`config.mk`:
```
export PLATFORM = sky130hd
export DESIGN_NAME = md_sched
export DESIGN_NICKNAME = d
export VERILOG_FILES = /design/src/rtl/md_sched_pkg.sv /design/src/rtl/md_pick.sv /design/src/rtl/md_sched.sv
export SDC_FILE = /design/constraint.sdc
export NUM_CORES = 1
export LEC_CHECK = 0
export ABC_AREA = 0
export CORE_AREA = 4 4 231 233
export DETAILED_ROUTE_END_ITERATION = 10
export DIE_AREA = 0 0 235 237
export PLACE_DENSITY = 0.44
export SLEW_MARGIN = 20
export SYNTH_ARGS = -nofsm -noshare
export SYNTH_HDL_FRONTEND = slang
export SYNTH_SLANG_ARGS = --single-unit
```
`constraint.sdc`:
```
create_clock -name clk -period 3.6 [get_ports clk]
set_input_delay 0.72 -clock clk [delete_from_list [all_inputs] [get_ports clk]]
set_output_delay 0.72 -clock clk [all_outputs]
set_load 0.01 [all_outputs]
```
`src/rtl/md_sched_pkg.sv`:
```
// Shared types for the mul/div issue scheduler: op encoding, FSM states and
// the per-lane request bundle.
package md_sched_pkg;

    localparam int XLEN         = 64;
    localparam int MD_ISSUE_NUM = 2;

    typedef enum logic [2:0] {
        MD_MUL    = 3'd0,
        MD_MULH   = 3'd1,
        MD_MULHSU = 3'd2,
        MD_MULHU  = 3'd3,
        MD_DIV    = 3'd4,
        MD_DIVU   = 3'd5,
        MD_REM    = 3'd6,
        MD_REMU   = 3'd7
    } md_op_t;

    typedef enum logic [1:0] {
        IDLE  = 2'd0,
        ISSUE = 2'd1,
        WAIT  = 2'd2,
        HOLD  = 2'd3
    } md_state_t;

    typedef struct packed {
        logic            valid;
        md_op_t          op;
        logic            word32;
        logic [XLEN-1:0] a;
        logic [XLEN-1:0] b;
    } md_req_t;

endpackage

```
`src/rtl/md_pick.sv`:
```
// Fixed-priority pick of the lowest set bit: returns its index, a one-hot
// mask of it, and whether any bit was set.
module md_pick #(
    parameter int N  = 2,
    parameter int IW = (N > 1) ? $clog2(N) : 1
) (
    input  logic [N-1:0]  i_vec,
    output logic [IW-1:0] o_idx,
    output logic [N-1:0]  o_onehot,
    output logic          o_any
);

    logic [N-1:0] w_onehot;

    // Two's-complement trick isolates the lowest set bit.
    assign w_onehot = i_vec & (~i_vec + N'(1));

    always_comb begin
        o_idx = '0;
        for (int i = 0; i < N; i++) begin
            if (w_onehot[i]) begin
                o_idx = o_idx | IW'(i);
            end
        end
    end

    assign o_onehot = w_onehot;
    assign o_any    = |i_vec;

endmodule

```
`src/rtl/md_sched.sv`:
```
// Serialises mul/div requests from the issue lanes onto one shared iterative
// unit, buffers the per-lane results and stalls EX until the bundle retires.
module md_sched
    import md_sched_pkg::*;
#(
    parameter int ISSUE_NUM = MD_ISSUE_NUM,
    parameter int MAX_LAT   = 80
) (
    input  logic                      clk,
    input  logic                      rst,
    input  logic                      flush,
    input  logic [ISSUE_NUM-1:0]      req_valid,
    input  logic [ISSUE_NUM*3-1:0]    req_op,
    input  logic [ISSUE_NUM-1:0]      req_word32,
    input  logic [ISSUE_NUM*XLEN-1:0] req_a,
    input  logic [ISSUE_NUM*XLEN-1:0] req_b,
    output logic                      md_start,
    output logic [2:0]                md_op,
    output logic                      md_word32,
    output logic [XLEN-1:0]           md_a,
    output logic [XLEN-1:0]           md_b,
    output logic                      md_abort,
    input  logic                      md_done,
    input  logic [XLEN-1:0]           md_res,
    output logic                      stall,
    output logic [ISSUE_NUM-1:0]      res_valid,
    output logic [ISSUE_NUM*XLEN-1:0] res,
    output logic                      wdog_err
);

    localparam int LW = (ISSUE_NUM > 1) ? $clog2(ISSUE_NUM) : 1;
    localparam int CW = $clog2(MAX_LAT + 1);

    md_state_t            r_state;
    logic [ISSUE_NUM-1:0] r_pending;
    logic [ISSUE_NUM-1:0] r_done_q;
    logic [LW-1:0]        r_lane_q;
    logic [ISSUE_NUM-1:0] r_lane_oh;
    logic [XLEN-1:0]      r_res_q [ISSUE_NUM];
    logic [CW-1:0]        r_wdog_cnt;
    logic                 r_wdog_err;

    md_req_t              w_lane [ISSUE_NUM];
    logic [ISSUE_NUM-1:0] w_req_vec;
    logic [ISSUE_NUM-1:0] w_remain;
    logic [LW-1:0]        w_req_idx;
    logic [LW-1:0]        w_next_idx;
    logic [ISSUE_NUM-1:0] w_req_oh;
    logic [ISSUE_NUM-1:0] w_next_oh;
    logic                 w_req_any;
    logic                 w_next_any;
    logic                 w_busy;

    generate
        for (genvar gi = 0; gi < ISSUE_NUM; gi++) begin : g_lane
            assign w_lane[gi] = md_req_t'({req_valid[gi], req_op[gi*3 +: 3], req_word32[gi],
                                           req_a[gi*XLEN +: XLEN], req_b[gi*XLEN +: XLEN]});
            assign w_req_vec[gi]           = w_lane[gi].valid;
            assign res[gi*XLEN +: XLEN]    = r_res_q[gi];
        end
    endgenerate

    assign w_remain = r_pending & ~r_lane_oh;

    md_pick #(.N(ISSUE_NUM), .IW(LW)) u_pick_req (
        .i_vec    (w_req_vec),
        .o_idx    (w_req_idx),
        .o_onehot (w_req_oh),
        .o_any    (w_req_any)
    );

    md_pick #(.N(ISSUE_NUM), .IW(LW)) u_pick_next (
        .i_vec    (w_remain),
        .o_idx    (w_next_idx),
        .o_onehot (w_next_oh),
        .o_any    (w_next_any)
    );

    always_ff @(posedge clk or negedge rst) begin
        if (!rst) begin
            r_state    <= IDLE;
            r_pending  <= '0;
            r_done_q   <= '0;
            r_lane_q   <= '0;
            r_lane_oh  <= '0;
            r_wdog_cnt <= '0;
            r_wdog_err <= 1'b0;
            for (int i = 0; i < ISSUE_NUM; i++) begin
                r_res_q[i] <= '0;
            end
        end else if (flush) begin
            // Flush kills the bundle from any state; a coincident md_done is dropped.
            r_state    <= IDLE;
            r_pending  <= '0;
            r_done_q   <= '0;
            r_wdog_cnt <= '0;
        end else begin
            unique case (r_state)
                IDLE: begin
                    if (w_req_any) begin
                        r_pending <= w_req_vec;
                        r_lane_q  <= w_req_idx;
                        r_lane_oh <= w_req_oh;
                        r_state   <= ISSUE;
                    end
                end
                ISSUE: begin
                    r_wdog_cnt <= '0;
                    r_state    <= WAIT;
                end
                WAIT: begin
                    if (r_wdog_cnt != CW'(MAX_LAT)) begin
                        r_wdog_cnt <= r_wdog_cnt + 1'b1;
                    end
                    // Flag rises together with the counter reaching MAX_LAT; FSM keeps waiting.
                    if (r_wdog_cnt == CW'(MAX_LAT - 1)) begin
                        r_wdog_err <= 1'b1;
                    end
                    if (md_done) begin
                        r_res_q[r_lane_q] <= md_res;
                        r_done_q          <= r_done_q | r_lane_oh;
                        r_pending         <= w_remain;
                        if (w_next_any) begin
                            r_lane_q  <= w_next_idx;
                            r_lane_oh <= w_next_oh;
                            r_state   <= ISSUE;
                        end else begin
                            r_state   <= HOLD;
                        end
                    end
                end
                HOLD: begin
                    r_done_q <= '0;
                    r_state  <= IDLE;
                end
                default: r_state <= IDLE;
            endcase
        end
    end

    assign w_busy    = (r_state == ISSUE) || (r_state == WAIT);
    assign md_start  = (r_state == ISSUE);
    assign md_abort  = flush & w_busy;
    assign md_op     = w_busy ? w_lane[r_lane_q].op     : 3'd0;
    assign md_word32 = w_busy ? w_lane[r_lane_q].word32 : 1'b0;
    assign md_a      = w_busy ? w_lane[r_lane_q].a      : '0;
    assign md_b      = w_busy ? w_lane[r_lane_q].b      : '0;
    assign stall     = ((r_state == IDLE) & w_req_any & ~flush) | w_busy;
    assign res_valid = (r_state == HOLD) ? r_done_q : '0;
    assign wdog_err  = r_wdog_err;

endmodule

```
* After elaboration in Yosys (flattened, before gate mapping)
Index checks and enable logic that the tools add are counted.
** Storage, ports and cells
- Register bits after elaboration :: 145
- Bits in latches :: 0
- RAM bits :: 0
- ROM bits :: 0
- Input port bits :: 334
- Output and inout port bits :: 266
- Logic and storage cells :: 90
- Memories :: 0
** Operators by class
- $add $sub $neg :: 3
- Multipliers :: 0
- Div/mod/pow operators :: 0
- $lt $le $gt $ge :: 2
- Equality and inequality tests :: 11
- Shift operators :: 0
- Multiplexer cells :: 36
- Bitwise gates (word level) :: 13
- Reductions and logical operators :: 16
** Operator list (count)
- $mux W132 :: 3
- $mux W64 :: 3
- $bwmux W128 :: 1
- $demux W64 S1 :: 1
- $mux W2 :: 13
- $mux W7 :: 2
- $pmux W7 S2 :: 1
- $pmux W2 S2 :: 3
- $ne A3 B3 Y1 const B :: 3
- $reduce_and A3 Y1 :: 3
- $reduce_bool A3 Y1 :: 3
- $pmux W2 S4 :: 1
- $add A7 B1 Y7 const B :: 1
- $eq A7 B7 Y1 const B :: 1
- $ne A7 B7 Y1 const B :: 1
- $and A2 B2 Y2 :: 3
- $mux W1 :: 6
- $not A2 Y2 :: 3
- $reduce_and A2 Y1 :: 3
- $reduce_and A5 Y1 :: 1
- $add A2 B1 Y2 const B :: 2
- $eq A2 B2 Y1 const B :: 2
- $ne A2 B2 Y1 const B :: 2
- $reduce_or A2 Y1 :: 2
- 15 further kinds :: 17

* Logic depth before layout (Yosys ltp)
Gate-level depths: netlist of run 1.
- Depth in word-level cells :: 9
- Gate-level depth with buffers :: 7
- Depth with buffers taken out :: 5

* Cells and area by module
From an unflattened synthesis of run 1, not the netlist that was laid out.
** Unflattened totals
- Cell total of the unflattened synthesis :: 689
- Area, all modules :: 8220.4 um^2
** By module, submodules not included
- md_sched :: times used 1, cells each 681, area an instance 8165.3 um^2, sequential area each 3628.5 um^2
- md_pick :: times used 2, cells each 4, area an instance 27.5 um^2, sequential area each 0.0 um^2

* Least setup slack after synthesis of run 1
No wires, ideal clock.
- Kind :: flip-flop to output port
- Start :: register r_state[0]
- End :: output md_a[54]
- Arrival time :: 1.576 ns
- Required time :: 2.880 ns
- Slack :: 1.304 ns
- Stages on the path, launching flop included :: 6
- Path buffers :: 2
- Cells stage by stage :: dfrtp_1 -> inv_1 -> ha_1 -> clkbuf_1 -> clkbuf_1 -> nor2b_1
** Between the ends
- Word-level cells in the longest chain between the ends :: 3
- Elaborated cells between the ends (all ways) :: 4
- Classes of those cells :: eq/ne: 2; mux: 1; reduce/logical: 1
** RTL lines
- from (decl) :: RTL line md_sched.sv:34 : md_state_t r_state;
- from (signal assigned) :: RTL line md_sched.sv:81 : r_state <= IDLE;
- from (signal assigned) :: RTL line md_sched.sv:93 : r_state <= IDLE;
- from (signal assigned) :: RTL line md_sched.sv:104 : r_state <= ISSUE;
- $eq A2 B1 Y1 / $eq A2 B2 Y1 (equally long branches) :: RTL line md_sched.sv:141 : assign w_busy = (r_state == ISSUE) || (r_state == WAIT);
- $logic_or A1 B1 Y1 (*) :: RTL line md_sched.sv:141
- $mux W64 (*) :: RTL line md_sched.sv:146 : assign md_a = w_busy ? w_lane[r_lane_q].a : '0;
- to (decl) :: RTL line md_sched.sv:20 : output logic [XLEN-1:0] md_a,
Mark *: on every way between the ends. The rest lies on a longest branch, timed or not.

* Final worst setup path of run 1
- Start :: register r_state[0]
- End :: output md_b[34]
** Between the ends
- Word-level cells in the longest chain between the ends :: 3
- Elaborated cells between the ends (all ways) :: 4
- Classes of those cells :: eq/ne: 2; mux: 1; reduce/logical: 1
** RTL lines
- $eq A2 B1 Y1 / $eq A2 B2 Y1 (equally long branches) :: RTL line md_sched.sv:141
- $logic_or A1 B1 Y1 (*) :: RTL line md_sched.sv:141
- $mux W64 (*) :: RTL line md_sched.sv:147 : assign md_b = w_busy ? w_lane[r_lane_q].b : '0;
- to (decl) :: RTL line md_sched.sv:21 : output logic [XLEN-1:0] md_b,
Marks and branches as above.

==> impl_results.md, run 1 <==
- P_int: roughly 0.0066 W
- CTS max path bufs: 2
- Leakage power: 6.65 nW
- Initial Utilization: 16.5%
- Setup crit end: md_b[34]
- Top_reg_cell synth: dfrtp_1
- Crit Path Category: register to primary output
- Proportion of netlist area held by the largest area contributor: 42.5%
- Layout cells sized above 1: between 10% and 20%
- Hold buffers post-CTS: 0
- Root Buffer: clkbuf_16
- First-pass GRT wire length: between 50 and 60 mm
- Reg-to-Reg Start: r_state[0]
- HPWL after DPL: approximately 34 mm
- Chip height: approximately 240 µm
- Max_cap viols: 0
- Post-synthesis xor/xnor area fraction: less than 1%
- Unrepaired setup endpoints after global routing: no
- Final Max Tran Viols: 0
- Area grow syn2layout: 87.0%
- R2R Setup Slk: between 1 and 1.5 ns
- Reg2Reg Depth: 7
- Area of the mapped netlist: between 8000 and 9000 µm²
- Routed wire length: 40.8 mm
- Post-route DRC: 0
- Max frequency: ~300 MHz
- RR Endpoint: res[12]
- Synth warn: 0
- Final setup vio count: 0
- Sw frac: around a third
- Gr ovfl total: 0
- Sequential area share after synthesis: a little over two fifths
- Routed len/inst: between 20 and 25 µm
- Asr flop ratio synth: 100%
- CP required: around 2.9 ns
- Outcome: complete, no violations
- Cts repair resizes: 0
- Worst setup SP type: register
- Area contributors post-synth: dfrtp_1 (43%), mux2i_1 (16%), mux2_4 (11%)
- Num rows: just over 80
- Final weighted congestion in routability-driven placement: a little under 0.8
- H-Tree Depth: 4
- Syn Inst Count: 682
- Io pins: 600
- Maximum fanout along the worst path: 32
- P per Cell Area: 618 nW/µm²
- Number of synthesized flops with an enable pin: 0
- Synth Net Count: 1022
- Core area: ~51000 µm²
- Cell variety after synth: 48
- Leading area contributor after synthesis: dfrtp_1
- Largest net degree at the start of global routing: 77
- FF+latch count, synth: around 140
- CTS clock-pin slew for the worst setup and hold paths: approximately 0.07 ns
- Nets: 1613
- Initial antenna violation count: 4
- Setup crit start: r_state[0]
- Tot Pwr: 0.00979 W
- Worst slew margin: 51.9%
- VDD IR max: 0.310 mV
- Tmin final: 3.35 ns
- Synth Area in Adders: 0.886%
- Vias in the first global route: roughly 8100
- Post-CTS Setup Repair Bufs: 0
- Die Span X: around 240 µm
- Syn Area/Cell: approximately 12 µm²
- Hold Crit Class: input port to asynchronous set/reset pin
- DR pass1 iterations: 4
- NetSw: roughly 0.0032 W
- Vias per cell: between 3 and 4
- First DRT Iteration DRCs: ~220
- Tcrit/Tclk final: between 90% and 100%
- Worst Clk Skew: between 0.015 and 0.02 ns
- Fraction of synthesized area in multiplexers: approximately a third
- Seq pwr share: 27.7%
- Simple-gate portion of the synthesized area: between 10% and 20%
- Main combinational cell family by area after synthesis: multiplexers
- Final hold violations: 0
- Final setup TNS: 0 ns
- Port bufs: about 600
- Die area: 55700 µm²
- Worst skew pair latency: roughly 0.43 ns
- Clock power frac: between 15 and 20%
- CP arrival: 2.63 ns
- Via Count: 7532
- CTS tree: done
- Global Route Usage Sum: between 10% and 20%
- CTS Sinks: 144
- Post-route ant nets: 0
- Slew @ Worst Pin: between 0.7 and 0.8 ns
- CP endpoint kind: primary output
- Combinational share of power: a little over half
- Synth Area in Compound Gates: between 3 and 4%
- CTS Buf Count: 17
## kinds of logic (layout without fill, tap and decap cells)
group,count (synthesis),in the layout
AOI/OAI and AO/OA,37,37
xor gates and xnor gates,2,2
adders and majority gates,6,6
buffers and inverters,58,662
DFF,144,144
muxes,260,260
other,0,4
and+or+nand+nor,175,175
## worst max-delay path, cell delays in order, from the launching register on
cell and delay, ns:
dfrtp_1 0.48, inv_1 0.13, ha_4 0.48, buf_4 0.31, nor2b_1 0.17, clkdlybuf4s50_1 0.58
## area by class of cell
cell class	instances	area, µm²
antenna	4	10.0
clock inverter	7	98.8
timing repair buffer	620	6250
clock buffer	25	485
tap	680	851
multi-input combinational	480	4500
sequential	144	3610
fill	5219	35400
inverter	10	37.5
## routing by layer
layer | up-vias | GRT usage [%] | share of wire, %
li1 | 3591 | - | -
met1 | 3596 | 16.0 | 40
met2 | 320 | 24.3 | 50
met3 | 25 | 5.49 | 8.3
met4 | 0 | 3.06 | 1.1
met5 | - | 0 | 0
## cells in the final DEF (no fill, tap or decap), types with 3 or more instances in the layout
cell and instances:
a211oi_1 3, a21oi_1 7, a31oi_1 5, and2_1 4, buf_12 8, buf_4 13, clkbuf_1 5, clkbuf_16 17
clkbuf_8 3, clkdlybuf4s50_1 598, dfrtp_1 143, diode_2 4, ha_1 5, inv_1 8, mux2_1 12, mux2_2 56
mux2_4 60, mux2i_1 132, nand2_1 6, nand2b_1 5, nand3_1 3, nand3b_1 4, nor2b_1 136, o21ai_0 6
## cells in the mapped netlist (2+ instances only)
master and n:
buf_6 5, nor2b_1 136, o2111ai_1 2, xor2_1 2, buf_4 5, a211oi_1 3, and3b_1 2, o41ai_1 2
clkbuf_1 16, nor2_1 2, nor3b_2 2, buf_12 6, mux2_1 12, mux2_2 56, dfrtp_1 144, a31oi_1 5
a311oi_1 2, ha_1 6, buf_2 16, nand3_1 3, nand2b_1 5, or4b_1 2, and2_1 4, o31ai_1 2
mux2_4 60, a21oi_1 7, inv_2 2, nand2_1 6, mux2i_1 132, nand3b_1 4, o211ai_1 2, o21ai_0 6
inv_1 8
## through the flow
step | setup slack [ns] | cell area [µm²] | utilization (%) | hold slack, ns | instances
floorplan | 1.30 | 8470 | - | 0.424 | 682
global placement | 0.566 | 15200 | 29.8 | 0.464 | 1934
detailed placement | 0.566 | 15200 | 29.8 | 0.472 | 1934
CTS | 0.192 | 15800 | 30.9 | 0.349 | 1966
global route | 0.0636 | 15800 | 30.9 | 0.385 | 1968
finish | 0.254 | 15800 | 30.9 | 0.340 | 1970
## flip-flops by register name (all words and copies together), names as in the netlist
register,count
r_wdog_cnt,7
r_done_q,2
r_pending,2
res,128
r_lane_oh,1
r_lane_q,1
wdog_err,1
r_state,2
## power by group through the flow
stage	registers [W]	clock network (W)	logic (W)
floorplan	0.00293	0	0.00215
global placement	0.00274	0	0.00536
detailed placement	0.00275	0	0.00537
CTS	0.00273	0.00187	0.00539
global route	0.00280	0.00192	0.00560
finish	0.00271	0.00179	0.00529
## worst min path at each step
stage | startpoint | depth (start not counted) | endpoint | slack (ns)
finish | rst | 1 | res[16] | 0.34
global placement | wdog_err | 2 | wdog_err | 0.46
floorplan | rst | 0 | r_done_q[0] | 0.42
CTS | rst | 1 | res[16] | 0.35
detailed placement | wdog_err | 2 | wdog_err | 0.47
global route | rst | 1 | res[16] | 0.39
No activity file was read; power rests on OpenSTA's default activity.
==> inputs of run 2 (changes only) <==
==> constraint.sdc (replaced) <==
create_clock -name clk -period 3.4 [get_ports clk]
set_input_delay 0.68 -clock clk [delete_from_list [all_inputs] [get_ports clk]]
set_output_delay 0.68 -clock clk [all_outputs]
set_load 0.01 [all_outputs]
==> run 2 against run 1 <==
  * Non-clock buffer count rose by 8
  * First-iteration DRC count rose by 5.6%
  * Clock skew fell by 0.0042 ns
  * Critical endpoint is now md_a[57]
  * Critical path type unchanged
==> impl_results.md, run 2 (same netlist as run 1, synthesis figures left out) <==
- Initial Utilization: 16.5%
- Largest net degree at the start of global routing: a little over 60
- Nets: about 1600
- Final Max Tran Viols: 0
- CTS tree: done
- Max reg flops: roughly 130
- Multi-input logic area: roughly 4500 µm²
- Post-route ant nets: 0
- Register Area: ~3600 µm²
- Tcrit/Tclk final: between 90% and 100%
- Routed len/inst: around 21 µm
- FILL cells: roughly 5200
- Final setup TNS: 0 ns
- Die Span X: 235 µm
- Final setup vio count: 0
- Io pins: 600
- Vias per cell: 3.87
- Placed Area: ~15000 µm²
- Most common cell after layout, fill and taps aside: clkdlybuf4s50_1
- CTS max path bufs: 2
- R2R Setup Slk: ~1.1 ns
- Reg-to-Reg Start: r_lane_q
- Routed wire length: approximately 41 mm
- Worst skew pair latency: 0.42 ns
- CP required: between 2 and 3 ns
- First DRT Iteration DRCs: about 230
- CTS Buf Count: 17
- Top delay family on crit path: buffers and inverters
- CTS Sinks: roughly 140
- CP max stage cell: dfrtp_4
- Unrepaired setup endpoints after global routing: no
- H-Tree Depth: 4
- Slew @ Worst Pin: 0.600 ns
- Port bufs: between 500 and 600
- Gr ovfl total: 0
- Worst setup SP type: register
- Most frequent cells in the layout: clkdlybuf4s50_1 (597), dfrtp_1 (142), nor2b_1 (135)
- Max frequency: between 300 and 400 MHz
- Via Count: 7640
- VDD IR max: ~0.3 mV
- Area grow syn2layout: 88.1%
- Chip height: about 240 µm
- Final WS setup: 0.184 ns
- Post-route cell area: about 16000 µm²
- Hold buffers post-CTS: 0
- HPWL after DPL: approximately 34 mm
- Worst slack at placement: roughly 0.36 ns
- CP arrival: roughly 2.5 ns
- RR Endpoint: res[113]
- Max incr delay on CP: 0.70 ns
- CTS clock-pin slew for the worst setup and hold paths: ~0.070 ns
- Root Buffer: clkbuf_16
- CP endpoint kind: primary output
- DR pass1 iterations: 4
- CP Buf/Inv Count: 2
- Vias in the first global route: roughly 8300
- P per Cell Area: 654 nW/µm²
- Tmin final: about 3.2 ns
- Crit Path Category: register to primary output
- Final hold violations: 0
- Leakage power: between 6 and 7 nW
- Reg2Reg Depth: 4
- Placed insts: roughly 1900
- Global Route Usage Sum: 14.2%
- Post-layout util: between 30% and 40%
- Layout cells sized above 1: roughly 15%
- Final weighted congestion in routability-driven placement: roughly 0.81
- Initial antenna violation count: 4
- Core area: approximately 51000 µm²
- Worst path cell trace: buf_4, mux2i_1, nor2b_1, clkdlybuf4s50_1
- Maximum fanout along the worst path: 23
- Num rows: between 80 and 90
- Worst slew margin: 59.9%
- Max_cap viols: 0
- Post-route non-filler standard cell count: just under 2000
- Post-route DRC: 0
- Die area: between 50000 and 60000 µm²
- First-pass GRT wire length: 59.2 mm
- Outcome: complete, no violations
- Worst Clk Skew: between 0.01 and 0.015 ns
- Hold Crit Class: input port to asynchronous set/reset pin
-- run 2: how the worst max path moves through the flow --
stage | start | to | slack, ns | depth (start not counted)
after floorplan | r_state[0] | md_a[54] | 1.14 | 5
after global placement | r_state[0] | md_b[8] | 0.37 | 5
after detailed placement | r_state[0] | md_b[8] | 0.36 | 5
after CTS | r_state[0] | md_b[8] | 0.02 | 5
after global routing | r_lane_q | md_a[57] | 0.05 | 4
final | r_lane_q | md_a[57] | 0.18 | 4
-- run 2: timing repair --
| item | in CTS | in global routing |
|---|---|---|
| gates resized for setup | 0 | 2 |
| pin swaps | 1 | 0 |
| setup buffers | 2 | 0 |
| endpoints found under the setup margin | 2 | 2 |
-- run 2: per-stage QoR --
step                      hold WS, ns  power [W]
after floorplan                 0.384    0.00539
after global placement          0.473    0.00862
after detailed placement        0.481    0.00862
after CTS                       0.198     0.0106
after global routing            0.203     0.0110
final                           0.190     0.0104
-- run 2: final cells by class --
type	count	share of cell area (%)
Clock inverter	8	0.644
Multi-Input combinational cell	480	28.2
Sequential cell	144	22.6
Clock buffer	22	3.04
Tap cell	680	5.34
Inverter	10	0.236
Timing Repair Buffer	628	39.8
Antenna cell	4	0.0628
-- run 2: layer usage --
layer  vias up  track usage [%]  routed length (µm)  share of wire [%]
met3        28             4.81                3050                7.4
li1       3595                -                   -                  -
met2       334             25.1               21000                 51
met5         -                0                  13              0.031
met4         2             2.58                 342               0.83
met1      3681             16.9               17000                 41
-- run 2: report_power, final --
part	switching, W	total (W)	internal (W)
logic	0.00224	0.00567	0.00344
clock network	0.000735	0.00189	0.00115
registers	0.000443	0.00286	0.00241
total	0.00341	0.0104	0.00700
-- run 2: worst register-to-register path, stage by stage (launching register included) --
cell and delay (ns):
dfrtp_4 0.70, buf_4 0.36, nand4_4 0.41, buf_12 0.34, mux2_1 0.35
